==> src/rtl/apb_arbiter_rr2_pkg.sv <==
// Types and helpers for the two-master round-robin APB arbiter.
package apb_arbiter_rr2_pkg;

  typedef enum logic [1:0] {
    IDLE   = 2'd0,
    SETUP  = 2'd1,
    ACCESS = 2'd2
  } t_arb_state;

  localparam logic OWNER_0 = 1'b0;
  localparam logic OWNER_1 = 1'b1;

  // Master 1 wins when it is the only requester, or on contention when master 0 went last.
  function automatic logic pick_grant(input logic psel_0, input logic psel_1,
                                      input logic last_owner);
    return psel_1 & (!psel_0 | !last_owner);
  endfunction

endpackage

==> src/rtl/apb_pkg.sv <==
// Shared APB request/response bundles used across the peripheral fabric.
package apb_pkg;

  typedef struct packed {
    logic        psel;
    logic        penable;
    logic        pwrite;
    logic [31:0] paddr;
    logic [31:0] pwdata;
  } t_apb_request;

  typedef struct packed {
    logic        pready;
    logic        perr;
    logic [31:0] prdata;
  } t_apb_response;

endpackage

==> src/rtl/apb_arbiter_rr2.sv <==
// Two-master round-robin APB arbiter with registered target request and optional access timeout.
module apb_arbiter_rr2
  import apb_pkg::*;
  import apb_arbiter_rr2_pkg::*;
#(
  parameter int TIMEOUT_CYCLES = 0,
  parameter int TIMEOUT_WIDTH  = 16
) (
  input  logic        clk,
  input  logic        clk__enable,
  input  logic        reset,
  input  logic        apb_request_0__psel,
  input  logic        apb_request_0__penable,
  input  logic        apb_request_0__pwrite,
  input  logic [31:0] apb_request_0__paddr,
  input  logic [31:0] apb_request_0__pwdata,
  output logic        apb_response_0__pready,
  output logic        apb_response_0__perr,
  output logic [31:0] apb_response_0__prdata,
  input  logic        apb_request_1__psel,
  input  logic        apb_request_1__penable,
  input  logic        apb_request_1__pwrite,
  input  logic [31:0] apb_request_1__paddr,
  input  logic [31:0] apb_request_1__pwdata,
  output logic        apb_response_1__pready,
  output logic        apb_response_1__perr,
  output logic [31:0] apb_response_1__prdata,
  output logic        apb_request__psel,
  output logic        apb_request__penable,
  output logic        apb_request__pwrite,
  output logic [31:0] apb_request__paddr,
  output logic [31:0] apb_request__pwdata,
  input  logic        apb_response__pready,
  input  logic        apb_response__perr,
  input  logic [31:0] apb_response__prdata,
  output logic        busy,
  output logic        owner
);

  localparam bit                     TO_EN   = (TIMEOUT_CYCLES > 0);
  localparam logic [TIMEOUT_WIDTH-1:0] TO_LAST = TIMEOUT_WIDTH'(TIMEOUT_CYCLES - 1);

  t_apb_request  m_req_0, m_req_1;
  t_apb_response tgt_rsp;

  t_arb_state               state_q, state_d;
  t_apb_request             req_q, req_d;
  logic                     owner_q, owner_d;
  logic [TIMEOUT_WIDTH-1:0] cnt_q, cnt_d;
  t_apb_response            rsp_fwd, rsp_0, rsp_1;
  logic                     grant;
  logic                     done;

  assign m_req_0 = '{psel: apb_request_0__psel, penable: apb_request_0__penable,
                     pwrite: apb_request_0__pwrite, paddr: apb_request_0__paddr,
                     pwdata: apb_request_0__pwdata};
  assign m_req_1 = '{psel: apb_request_1__psel, penable: apb_request_1__penable,
                     pwrite: apb_request_1__pwrite, paddr: apb_request_1__paddr,
                     pwdata: apb_request_1__pwdata};
  assign tgt_rsp = '{pready: apb_response__pready, perr: apb_response__perr,
                     prdata: apb_response__prdata};

  always_comb begin
    state_d = state_q;
    req_d   = req_q;
    owner_d = owner_q;
    cnt_d   = cnt_q;
    rsp_fwd = '0;
    rsp_0   = '0;
    rsp_1   = '0;
    done    = 1'b0;
    grant   = pick_grant(m_req_0.psel, m_req_1.psel, owner_q);

    unique case (state_q)
      IDLE: begin
        if (m_req_0.psel || m_req_1.psel) begin
          owner_d       = grant;
          req_d         = (grant == OWNER_1) ? m_req_1 : m_req_0;
          req_d.psel    = 1'b1;
          req_d.penable = 1'b0;
          state_d       = SETUP;
        end
      end
      SETUP: begin
        req_d.penable = 1'b1;
        cnt_d         = '0;
        state_d       = ACCESS;
      end
      ACCESS: begin
        // Target completion takes priority over a coincident timeout expiry.
        if (tgt_rsp.pready) begin
          rsp_fwd = tgt_rsp;
          done    = 1'b1;
        end else if (TO_EN && (cnt_q == TO_LAST)) begin
          rsp_fwd = '{pready: 1'b1, perr: 1'b1, prdata: 32'h0};
          done    = 1'b1;
        end else begin
          cnt_d = cnt_q + 1'b1;
        end
        if (done) begin
          req_d.psel    = 1'b0;
          req_d.penable = 1'b0;
          state_d       = IDLE;
        end
        if (owner_q == OWNER_1) rsp_1 = rsp_fwd;
        else                    rsp_0 = rsp_fwd;
      end
      default: state_d = IDLE;
    endcase
  end

  always_ff @(posedge clk or posedge reset) begin
    if (reset) begin
      state_q <= IDLE;
      req_q   <= '0;
      owner_q <= OWNER_1;
      cnt_q   <= '0;
    end else if (clk__enable) begin
      state_q <= state_d;
      req_q   <= req_d;
      owner_q <= owner_d;
      cnt_q   <= cnt_d;
    end
  end

  assign apb_request__psel      = req_q.psel;
  assign apb_request__penable   = req_q.penable;
  assign apb_request__pwrite    = req_q.pwrite;
  assign apb_request__paddr     = req_q.paddr;
  assign apb_request__pwdata    = req_q.pwdata;
  assign apb_response_0__pready = rsp_0.pready;
  assign apb_response_0__perr   = rsp_0.perr;
  assign apb_response_0__prdata = rsp_0.prdata;
  assign apb_response_1__pready = rsp_1.pready;
  assign apb_response_1__perr   = rsp_1.perr;
  assign apb_response_1__prdata = rsp_1.prdata;
  assign busy                   = (state_q != IDLE);
  assign owner                  = owner_q;

endmodule

==> config.mk <==
export PLATFORM = sky130hd
export DESIGN_NAME = apb_arbiter_rr2
export DESIGN_NICKNAME = d
export VERILOG_FILES = /design/src/rtl/apb_arbiter_rr2_pkg.sv /design/src/rtl/apb_pkg.sv /design/src/rtl/apb_arbiter_rr2.sv
export SDC_FILE = /design/constraint.sdc
export NUM_CORES = 1
export LEC_CHECK = 0
export ABC_AREA = 0
export CAP_MARGIN = 20
export CORE_AREA = 2 2 121 123
export CTS_BUF_LIST = sky130_fd_sc_hd__clkbuf_8
export DETAILED_ROUTE_END_ITERATION = 8
export DIE_AREA = 0 0 123 125
export MAX_ROUTING_LAYER = met4
export PLACE_DENSITY = 0.7
export SETUP_SLACK_MARGIN = 0.5
export SKIP_LAST_GASP = 1
export SLEW_MARGIN = 20
export SYNTH_ARGS = -nofsm -noshare
export SYNTH_HDL_FRONTEND = slang
export SYNTH_SLANG_ARGS = --single-unit
export TNS_END_PERCENT = 5
==> constraint.sdc <==
create_clock -name clk -period 3.2 [get_ports clk]
set_clock_uncertainty 0.15 [all_clocks]
set_input_delay 0.64 -clock clk [delete_from_list [all_inputs] [get_ports clk]]
set_output_delay 0.64 -clock clk [all_outputs]
set_load 0.01 [all_outputs]
==> flow_summary.yaml <==
floorplanning:
  die_h_microns: 125
  dieArea_sq_um: 15400
  start_util_pct: 29.4
  num_io_pins: 308
  core-area_sq_um: 14200
  rows: 44
  die_x_microns: 123
routing:
  final_antenna_net_count: 0
  viasPerCell: 4.39
  drc: 0
  wl_per_cell_microns: 15.9
  routed_wl_microns: 13000
  num_vias: 3593
  firstDrtPassIters: 4
  initialDrtViolationCount: 46
synthesis:
  ys_types: 26
  ys.warnings.count: 0
  synth_xor_area_share_pct: 0
  ys_ff_latch: 70
  synth_compound_area_share_pct: 1.50
  syn_nets: 480
  netlist_instances: 309
  synth-simple-area-share_pct: 12.0
  syn_area_per_cell_sq_um: 13.5
  yosysSeqAreaShare_pct: 42.0
  muxShareOfSynthArea_pct: 40.7
  synth_area_sq_um: 4170
  synth_top_family_by_area: "multiplexers"
  synth-adder-area-share_pct: 0
pwr:
  p_clk_share_pct: 15.3
  seq_power_share_pct: 30.4
  leakagePower_uw: 0.00343
  combPwrFrac_pct: 54.4
  netSwitchingPower_uw: 1620
  power_density_nw_per_um2: 675
  vdd_drop_max_mv: 0.395
  p_int_uw: 3630
  power.share.switching_pct: 30.8
critical_path:
  required_ps: 2410
  path_buf_inv: 2
  cp.arrival_ps: 2000
  path_class: "reg2out"
  path_cells: "and4b_1, buf_12, and2_1, clkdlybuf4s50_1"
  cp-end-kind: "output pin"
  crit_path_start_kind: "flip-flop"
  crit_fanout: 34
  cpPeakStageDelay_ps: 550
  path_delay_family: "buffers and inverters"
  cpMaxStageDelayCell: "dfstp_2"
placement:
  gp_congestion: 0.817
  dp_hpwl_microns: 10200
  place_area_sq_um: 7450
  dp_cells: 787
  port_buffers: 305
layout:
  finish.cell_count_without_fillers: 819
  fin_area_sq_um: 7770
  area_growth_pct: 86.2
  drive_above_1_share_pct: 28.6
  fin_nets: 798
run_status:
  status: "finished, final reports clean"
clock_network:
  cts_tree: "built"
  ctsRootBufferMaster: "clkbuf_8"
  clock_latency_ps: 340
  ctsLongestPathBuffers: 2
  cts-buffers-inserted: 9
  cts.htree.levels: 3
  clkTransAtPathRegs_ps: 80
  cts_num_sinks: 70
worst_hold_path:
  hold_path.class: "reg2reg"
timing:
  setup_tns_ps: 0
  hold_viol_final: 0
  min_period_ps: 2790
  slew_violations: 0
  setup_viol: 0
  worstMarginPinSlew_ps: 518
  fmax_mhz: 358
  slew_headroom_pct: 65.4
  post-route-period-util_pct: 87.3
  rsz0062_at_grt: "true"
grt:
  grt_overflow: 0
  antenna_found_initial: 2
  globalRouteTotalUtil_pct: 17.0
  grt_max_degree: 52
  grt_pass1_wl_microns: 19400
  grt_pass1_vias: 3779
job:
  maxCapViolCount: 0
-- routing by layer --
metal  wire (microns)  track usage [%]  share of wire, %
met5                0                -                 0
met4              223             6.62               1.7
met3             1340             5.66                10
met2             6990             31.4                54
met1             4450             15.7                34
-- cells in the mapped netlist, drive strengths merged --
cell type	number	area, sq um
clkbuf	5	18.8
and4b	1	10.0
nand2	2	7.51
dfstp	1	26.3
nor2	1	3.75
inv	3	11.3
or2	1	6.26
o21bai	1	7.51
o21ai	4	20.0
buf	15	128
nor2b	1	6.26
and2	66	413
nand3b	1	7.51
nor4b	1	23.8
a21boi	2	18.8
dfrtp	69	1730
a21o	1	7.51
a22o	1	8.76
nand2b	1	13.8
mux2	131	1700
nor3	1	10.0
-- per-stage QoR --
step / setup slack (ps) / hold slack [ps] / util [%] / power, uW
detailed placement: 83.1 / 344 / 52.5 / 4440
finish: 406 / 358 / 54.7 / 5240
floorplan: 643 / 396 / - / 2920
global placement: 120 / 340 / 52.5 / 4390
global route: 326 / 375 / 54.7 / 5540
CTS: 384 / 363 / 54.6 / 5330
-- cell usage in the layout, fill, tap and decap left out, types with 2 or more instances in the layout --
cell type,netlist,routed
and2_1,66,66
buf_12,0,5
buf_4,1,14
buf_6,8,2
bufinv_16,0,2
clkbuf_8,0,9
clkdlybuf4s50_1,0,266
clkinv_2,0,2
dfrtp_1,69,67
dfrtp_2,0,2
diode_2,0,3
dlygate4sd2_1,0,35
dlymetal6s2s_1,0,2
inv_2,1,2
inv_6,0,2
mux2_2,72,72
mux2_4,59,59
nand2_1,2,2
o21ai_0,4,4
-- power groups by stage --
stage	logic, uW	clock network [uW]	registers, uW
floorplan	1120	0	1800
finish	2850	800	1590
detailed placement	2810	0	1620
CTS	2900	833	1600
global route	3020	862	1660
global placement	2780	0	1610
-- flip-flops by register name, summed over array words and instances (netlist names) --
name	flops
apb_request__paddr	32
apb_request__pwdata	32
state_q	2
apb_request__penable	1
apb_request__psel	1
apb_request__pwrite	1
owner	1
-- cells by family after synthesis --
family,Yosys count
buf+inv,23
simple gates,76
compound gates,9
mux,131
flops,70
-- what timing repair did --
| item | CTS | global route |
|---|---|---|
| hold buffers | 0 | 0 |
| pin swaps | 0 | 0 |
| resized for setup | 44 | 2 |
| gates cloned | 3 | 0 |
| endpoints found under the setup margin | 68 | 58 |
| setup buffers | 10 | 0 |
-- layout make-up --
| class | count | area, sq um |
|---|---|---|
| diodes | 3 | 7.51 |
| inverters | 3 | 11.3 |
| clock inverters | 7 | 95.1 |
| flip-flops and latches | 70 | 1760 |
| well taps | 184 | 230 |
| repair buffers | 327 | 3270 |
| fillers | 1265 | 6430 |
| clock buffers | 9 | 124 |
| multi-input cells | 216 | 2270 |
-- worst paths after layout --
check                      depth (start not counted)                   start                        end  slack [ps]
hold reg to reg                                    1  apb_request__paddr[27]     apb_request__paddr[27]         360
setup / recovery                                   4                   owner  apb_response_1__prdata[7]         410
max in group asynchronous                          3                   reset                 state_q[0]        1820
hold / removal                                     1  apb_request__paddr[27]     apb_request__paddr[27]         360
setup reg to reg                                   5                   owner        apb_request__pwrite        1230
min in group asynchronous                          2                   reset     apb_request__paddr[17]         490
No activity file was read; power rests on OpenSTA's default activity.
